### config.mk
export PLATFORM = sky130hd
export DESIGN_NAME = usc_rv_fetch_f2_flat
export DESIGN_NICKNAME = d
export VERILOG_FILES = /design/src/rtl/usc_rv_fetch_f2_if.sv /design/src/rtl/usc_rv_fetch_f2.sv /design/src/flat_wrapper.sv
export SDC_FILE = /design/constraint.sdc
export NUM_CORES = 1
export LEC_CHECK = 0
export ABC_AREA = 1
export BUFFER_PORTS_ARGS = -buffer_cell sky130_fd_sc_hd__buf_2
export CAP_MARGIN = 20
export CORE_ASPECT_RATIO = 1.5
export CORE_MARGIN = 8
export CORE_UTILIZATION = 30
export DETAILED_ROUTE_END_ITERATION = 12
export GPL_TIMING_DRIVEN = 1
export PLACE_DENSITY = 0.57
export SYNTH_ARGS = -nofsm -noshare
export SYNTH_HDL_FRONTEND = slang
export SYNTH_SLANG_ARGS = --single-unit
### constraint.sdc
create_clock -name clk_i -period 6.1 [get_ports clk_i]
set_input_delay 0.61 -clock clk_i [delete_from_list [all_inputs] [get_ports clk_i]]
set_output_delay 0.61 -clock clk_i [all_outputs]
set_load 0.01 [all_outputs]
### src/rtl/usc_rv_fetch_f2_if.sv
// Fetch F2 bus bundles: the I-cache response channel into F2, and the
// fetch-to-decode instruction bundle that F2 produces.

interface usc_rv_fetch_f2_rsp_if #(
  parameter int PC_W = 32
);
  logic            rsp_vld;
  logic            rsp_rdy;
  logic [63:0]     rsp_data;
  logic [PC_W-1:0] rsp_pc;
  logic [1:0]      rsp_pred;
  logic            rsp_fault;
  logic            rsp_page_fault;

  // master: I-cache side; slave: the F2 stage
  modport master (
    output rsp_vld, rsp_data, rsp_pc, rsp_pred, rsp_fault, rsp_page_fault,
    input  rsp_rdy
  );
  modport slave (
    input  rsp_vld, rsp_data, rsp_pc, rsp_pred, rsp_fault, rsp_page_fault,
    output rsp_rdy
  );
endinterface

interface usc_rv_fetch_f2_inst_if #(
  parameter int PC_W = 32
);
  logic [1:0]       inst_vld_f2;
  logic [1:0]       inst_rdy_f2;
  logic [1:0][31:0] inst_data_f2;
  logic [3:0]       inst_info_f2;
  logic [PC_W-1:0]  inst_pc_f2;

  // master: the F2 stage (producer); slave: decode
  modport master (
    output inst_vld_f2, inst_data_f2, inst_info_f2, inst_pc_f2,
    input  inst_rdy_f2
  );
  modport slave (
    input  inst_vld_f2, inst_data_f2, inst_info_f2, inst_pc_f2,
    output inst_rdy_f2
  );
endinterface

### src/rtl/usc_rv_fetch_f2.sv
// F2 fetch output stage: buffers 64-bit I-cache responses and hands up to two
// in-order instruction slots per cycle to decode. Optional macro USC_RV_FETCH_BYPASS_EN.

module usc_rv_fetch_f2 #(
  parameter int DEPTH = 2,
  parameter int PC_W  = 32
) (
  input  logic                   clk_i,
  input  logic                   rstn_i,
  input  logic                   core_flush,
  usc_rv_fetch_f2_rsp_if.slave   rsp,
  usc_rv_fetch_f2_inst_if.master inst
);

  localparam int          AW       = (DEPTH > 1) ? $clog2(DEPTH) : 1;
  localparam logic [AW:0] FULL_CNT = (AW+1)'(DEPTH);

  typedef struct packed {
    logic [63:0]     data;
    logic [PC_W-1:0] pc;
    logic [1:0]      pred;
    logic [1:0]      mask;
    logic            fault;
    logic            page_fault;
  } entry_t;

  entry_t        mem [DEPTH];
  logic [AW-1:0] wr_ptr;
  logic [AW-1:0] rd_ptr;
  logic [AW:0]   count;
  logic          offset;

  entry_t        rsp_entry;
  entry_t        head;
  logic          bypass;
  logic          have_head;
  logic [1:0]    eff_mask;
  logic          slot0_idx;
  logic [1:0]    vld;
  logic [1:0]    rdy;
  logic          take0;
  logic          take1;
  logic          full_consume;
  logic          partial;
  logic          push;
  logic          pop;
  logic          fifo_empty;

  assign fifo_empty  = (count == '0);
  assign rsp.rsp_rdy = (count < FULL_CNT);

  // Turn a raw response into a stored entry: word-valid mask, taken
  // truncation, and faults collapsed to a single zero word in slot 0.
  always_comb begin
    // NOTE: every always_comb output gets a default first so no latch is inferred.
    rsp_entry            = '0;
    rsp_entry.pc         = rsp.rsp_pc;
    rsp_entry.fault      = rsp.rsp_fault;
    rsp_entry.page_fault = rsp.rsp_page_fault;
    if (rsp.rsp_fault | rsp.rsp_page_fault) begin
      rsp_entry.data = '0;
      rsp_entry.mask = 2'b01;
      rsp_entry.pred = 2'b00;
    end else begin
      rsp_entry.data = rsp.rsp_data;
      rsp_entry.mask = {1'b1, ~rsp.rsp_pc[2]};
      if (~rsp.rsp_pc[2] & rsp.rsp_pred[0]) begin
        rsp_entry.mask[1] = 1'b0;
      end
      rsp_entry.pred = rsp.rsp_pred & rsp_entry.mask;
    end
  end

`ifdef USC_RV_FETCH_BYPASS_EN
  assign bypass = fifo_empty & ~core_flush & rsp.rsp_vld;
`else
  assign bypass = 1'b0;
`endif

  always_comb begin
    head = mem[rd_ptr];
    if (bypass) begin
      head = rsp_entry;
    end
  end

  // Offset hides word0 once it has been consumed on its own.
  assign have_head = ~fifo_empty | bypass;
  assign eff_mask  = head.mask & {1'b1, ~offset};
  assign slot0_idx = ~eff_mask[0];
  assign vld[0]    = have_head & (eff_mask != 2'b00);
  assign vld[1]    = have_head & eff_mask[0] & eff_mask[1];

  always_comb begin
    inst.inst_vld_f2  = vld;
    inst.inst_data_f2 = '0;
    inst.inst_info_f2 = '0;
    inst.inst_pc_f2   = '0;
    if (vld[0]) begin
      inst.inst_data_f2[0] = slot0_idx ? head.data[63:32] : head.data[31:0];
      inst.inst_pc_f2      = head.pc;
      inst.inst_pc_f2[2]   = slot0_idx;
      inst.inst_info_f2    = {vld[1] & head.pred[1],
                              slot0_idx ? head.pred[1] : head.pred[0],
                              head.fault, head.page_fault};
    end
    if (vld[1]) begin
      inst.inst_data_f2[1] = head.data[63:32];
    end
  end

  // Slot 1 is only taken together with slot 0.
  assign rdy          = inst.inst_rdy_f2;
  assign take0        = vld[0] & rdy[0];
  assign take1        = vld[1] & rdy[1] & rdy[0];
  assign full_consume = vld[1] ? (take0 & take1) : take0;
  assign partial      = vld[1] & take0 & ~take1;

  // A bypassed response that is fully consumed never needs a FIFO slot.
  assign push = rsp.rsp_vld & rsp.rsp_rdy & ~core_flush & ~(bypass & full_consume);
  assign pop  = full_consume & ~bypass;

  always_ff @(posedge clk_i or negedge rstn_i) begin
    if (!rstn_i) begin
      wr_ptr <= '0;
      rd_ptr <= '0;
      count  <= '0;
      offset <= 1'b0;
    end else if (core_flush) begin
      wr_ptr <= '0;
      rd_ptr <= '0;
      count  <= '0;
      offset <= 1'b0;
    end else begin
      if (push) begin
        wr_ptr <= wr_ptr + AW'(1);
      end
      if (pop) begin
        rd_ptr <= rd_ptr + AW'(1);
      end
      count <= count + (AW+1)'(push) - (AW+1)'(pop);
      if (full_consume) begin
        offset <= 1'b0;
      end else if (partial) begin
        offset <= 1'b1;
      end
    end
  end

  // NOTE: entry storage has no reset; slots are never read until count marks them valid.
  always_ff @(posedge clk_i) begin
    if (push) begin
      mem[wr_ptr] <= rsp_entry;
    end
  end

endmodule
### src/flat_wrapper.sv
// flat-port wrapper written by rule: the top's interface ports become plain ports
module usc_rv_fetch_f2_flat 
#(
  parameter int DEPTH = 2,
  parameter int PC_W  = 32
)
  (clk_i, rstn_i, core_flush, rsp_rsp_vld, rsp_rsp_data, rsp_rsp_pc, rsp_rsp_pred, rsp_rsp_fault, rsp_rsp_page_fault, rsp_rsp_rdy, inst_inst_vld_f2, inst_inst_data_f2, inst_inst_info_f2, inst_inst_pc_f2, inst_inst_rdy_f2);
  usc_rv_fetch_f2_rsp_if #(.PC_W(PC_W)) rsp_i ();
  usc_rv_fetch_f2_inst_if #(.PC_W(PC_W)) inst_i ();
  input  logic clk_i;
  input  logic rstn_i;
  input  logic core_flush;
  input wire logic [$bits(rsp_i.rsp_vld)-1:0] rsp_rsp_vld;
  input wire logic [$bits(rsp_i.rsp_data)-1:0] rsp_rsp_data;
  input wire logic [$bits(rsp_i.rsp_pc)-1:0] rsp_rsp_pc;
  input wire logic [$bits(rsp_i.rsp_pred)-1:0] rsp_rsp_pred;
  input wire logic [$bits(rsp_i.rsp_fault)-1:0] rsp_rsp_fault;
  input wire logic [$bits(rsp_i.rsp_page_fault)-1:0] rsp_rsp_page_fault;
  output wire logic [$bits(rsp_i.rsp_rdy)-1:0] rsp_rsp_rdy;
  output wire logic [$bits(inst_i.inst_vld_f2)-1:0] inst_inst_vld_f2;
  output wire logic [$bits(inst_i.inst_data_f2)-1:0] inst_inst_data_f2;
  output wire logic [$bits(inst_i.inst_info_f2)-1:0] inst_inst_info_f2;
  output wire logic [$bits(inst_i.inst_pc_f2)-1:0] inst_inst_pc_f2;
  input wire logic [$bits(inst_i.inst_rdy_f2)-1:0] inst_inst_rdy_f2;
  assign rsp_i.rsp_vld = rsp_rsp_vld;
  assign rsp_i.rsp_data = rsp_rsp_data;
  assign rsp_i.rsp_pc = rsp_rsp_pc;
  assign rsp_i.rsp_pred = rsp_rsp_pred;
  assign rsp_i.rsp_fault = rsp_rsp_fault;
  assign rsp_i.rsp_page_fault = rsp_rsp_page_fault;
  assign rsp_rsp_rdy = rsp_i.rsp_rdy;
  assign inst_inst_vld_f2 = inst_i.inst_vld_f2;
  assign inst_inst_data_f2 = inst_i.inst_data_f2;
  assign inst_inst_info_f2 = inst_i.inst_info_f2;
  assign inst_inst_pc_f2 = inst_i.inst_pc_f2;
  assign inst_i.inst_rdy_f2 = inst_inst_rdy_f2;
  usc_rv_fetch_f2 #(.DEPTH(DEPTH), .PC_W(PC_W)) u_core (.clk_i(clk_i), .rstn_i(rstn_i), .core_flush(core_flush), .rsp(rsp_i), .inst(inst_i));
endmodule
==> results.sh <==
export IMPL_status="completed"
export IMPL_hold_path_cell_count=1
export IMPL_crit_buf_inv=3
export IMPL_crit_top_cell="nand2_1"
export IMPL_place_ws_ps=2460
export IMPL_fin_area_sq_mm=0.0110
export IMPL_drive_above_1_share_pct=26.3
export IMPL_finalCritPeriodShare_pct=66.6
export IMPL_coreArea_sq_mm=0.0295
export IMPL_grt_max_degree=70
export IMPL_die_h_um=228
export IMPL_regArea_sq_mm=0.00619
export IMPL_path_clk_slew_ps=60
export IMPL_cpPeakStageDelay_ps=720
export IMPL_first_global_vias=6615
export IMPL_post_cts_setup_buffers=0
export IMPL_cts_root_buf="clkbuf_16"
export IMPL_final_common_cell="buf_2"
export IMPL_maxCapViolations=0
export IMPL_cp_required_ps=5490
export IMPL_power_w=0.00464
export IMPL_slew_viol_final=0
export IMPL_rsz0062_at_grt="false"
export IMPL_gp_congestion=0.739
export IMPL_p_sw_share_pct=36.0
export IMPL_fin_crit_ps=4060
export IMPL_syn_inst=806
export IMPL_syn_avg_cell_area_sq_um=11.2
export IMPL_syn_nets=914
export IMPL_synth_warnings=0
export IMPL_synth_area_sq_mm=0.00899
export IMPL_dr_pass1_iters=4
export IMPL_cts_buffer_depth=3
export IMPL_num_antenna_cells=0
export IMPL_totalNegativeSetupSlack_ps=0
export IMPL_endpoint_kind="primary output"
export IMPL_yosysSeqAreaShare_pct=68.9
export IMPL_vias_per_cell=4.39
export IMPL_worstMarginPinSlew_ps=858
export IMPL_path_cells="inv_4 > nand2_1 > nand2_1 > nand2_2 > nand2_4 > inv_2 > a21oi_1 > buf_2"
export IMPL_multi_input_area_sq_mm=0.00209
export IMPL_final_cell_mix="208 x buf_2, 202 x edfxtp_1, 143 x nand2_1, 134 x nor2_1, 111 x inv_1"
export IMPL_dieArea_sq_mm=0.0359
export IMPL_wl_per_cell_um=16.3
export IMPL_place_area_sq_mm=0.0103
export IMPL_grt_total_usage_pct=12.6
export IMPL_ir_worst_vdd_mv=0.255
export IMPL_routed_wl_um=23000
export IMPL_p_per_area_mw_per_mm2=421
export IMPL_reg2reg_from="u_core.rd_ptr"
export IMPL_timing_fmax_mhz=246
export IMPL_crit_fanout=69
export IMPL_hold_viol_final=0
export IMPL_holdPathEnd="u_core.mem[1][7]"
export IMPL_io_pins=209
export IMPL_synth_cell_types=28
export IMPL_rows=77
export IMPL_p_sw_w=0.00167
export IMPL_worst_ep_arrival_time_ps=3450
export IMPL_setup_viol=0
export IMPL_initial_core_util_pct=30.5
export IMPL_grt_pass1_wl_um=35400
export IMPL_fin_ws_ps=2040
export IMPL_route_detailed_drc=0
export IMPL_antenna_found_initial=0
export IMPL_critical_path_top_delay_family="buffers and inverters"
export IMPL_cts_buffers=22
export IMPL_clock_sinks=207
export IMPL_fin_worst_skew_ps=12.3
export IMPL_r2r_setup_slack_ps=2910
export IMPL_final_util_pct=37.4
export IMPL_seqPwrFrac_pct=38.3
export IMPL_crit_slowest_cell="dfrtp_4"
export IMPL_power_share_clock_pct=28.1
export IMPL_htreeDepth=1
export IMPL_drt_iter0_markers=297
export IMPL_antenna_left=0
export IMPL_worstHoldPathType="in -> reg"
export IMPL_worst_setup_path_type="reg -> out"
export IMPL_r2r_end="u_core.count[1]"
export IMPL_cts_tree="done"
export IMPL_fin_nets=1112
export IMPL_p_leak_nw=4.85
export IMPL_synth_seq_cells=207
export IMPL_dpl_hpwl_um=14800
export IMPL_max_slew_margin_pct=42.8
export IMPL_hp_start="rsp_rsp_pc[1]"
export IMPL_p_comb_share_pct=33.6
export IMPL_crit_start="u_core.rd_ptr"
export IMPL_num_vias=6195
export IMPL_fill_cells=3011
export IMPL_area_delta_synth_final_pct=22.5
export IMPL_r2r_cells=12
export IMPL_p_int_w=0.00297
export IMPL_insertion_delay_ps=510
export IMPL_start_kind="register"
export IMPL_die_x_um=157
export IMPL_port_buffers=208
export IMPL_grt_overflow=0
export IMPL_post_cts_resized=0
logic make-up after synthesis:
family	after synthesis	synth area share, %
AND/OR/NAND/NOR	302	13.3
flip-flops	207	68.9
buffers and inverters	158	8.06
AO/OA/AOI/OAI	104	5.82
multiplexers	31	3.45
XOR/XNOR	2	0.195
adder cells (fa/ha/maj)	2	0.278
stage by stage:
step	hold WS [ps]	instances
floorplan	314	806
global route	263	1412
finish	291	1412
detailed placement	430	1374
CTS	261	1412
global placement	432	1374
worst max path at each step:
stage                                      end  slack, ps  depth (start not counted)
after global placement      inst_inst_pc_f2[0]       2580                          8
after floorplan               u_core.mem[0][0]        450                          4
after global routing      inst_inst_info_f2[1]       1620                          8
final                      inst_inst_pc_f2[11]       2040                          8
after detailed placement    inst_inst_pc_f2[1]       2460                          8
after CTS                   inst_inst_pc_f2[1]       1920                          8
worst reg2reg max path, stage by stage, from the launching register on:
cell and delay, ps:
dfrtp_4 720, inv_4 710, nand2_1 180, nand2_1 120, nand2_2 110, nand2_4 350
nand3_1 190, inv_1 80, ha_1 220, inv_1 50, ha_1 150, xor2_1 140
nor2_1 50
repair_timing:
item	in CTS	in global routing
endpoints found under the hold margin	5	0
hold buffers	1	0
setup endpoints to repair	0	0
synthesized netlist by cell type:
cell type  count  area, sq um
a21boi_0       1         7.51
a21oi_1       65          325
buf_1          3         11.3
buf_2         13         65.1
buf_4          4         30.0
buf_6         13          146
clkbuf_1       9         33.8
dfrtp_1        5          125
edfxtp_1     202         6070
ha_1           2         25.0
inv_1        112          420
inv_2          3         11.3
inv_4          1         6.26
mux2i_1       31          310
nand2_1      143          537
nand2_2        1         6.26
nand2_4        1         11.3
nand3_1        5         25.0
nand4_1        1         6.26
nor2_1       136          510
nor2_2        11         68.8
nor2_4         2         22.5
nor3_1         1         5.00
nor3b_1        1         7.51
o21ai_0       13         65.1
o21ai_1       25          125
xnor2_1        1         8.76
xor2_1         1         8.76
per-layer routing:
layer	share of wire, %	track usage [%]	vias up
met5	0	0	-
met4	2.2	4.30	0
met3	5.6	2.33	28
met2	54	24.6	144
met1	38	12.9	2985
li1	-	-	3038
power groups by stage:
stage | Combinational [W] | Clock (W) | Sequential, W
global placement | 0.00159 | 0 | 0.00180
global route | 0.00174 | 0.00141 | 0.00179
finish | 0.00156 | 0.00130 | 0.00178
floorplan | 0.00110 | 0 | 0.00177
CTS | 0.00161 | 0.00134 | 0.00178
detailed placement | 0.00161 | 0 | 0.00181
state kept, by name (all words and copies together) (netlist names):
signal / count
u_core.rd_ptr: 1
u_core.mem: 202
u_core.offset: 1
u_core.wr_ptr: 1
u_core.count: 2
layout make-up:
class                      instances  area share [%]
timing repair buffer             216            10.0
inverter                         116            3.98
clock buffer                      26            5.33
tap                              395            4.49
multi-input combinational        441            19.0
clock inverter                    11           0.977
sequential                       207            56.2
Power figures use the tool's default switching activity.
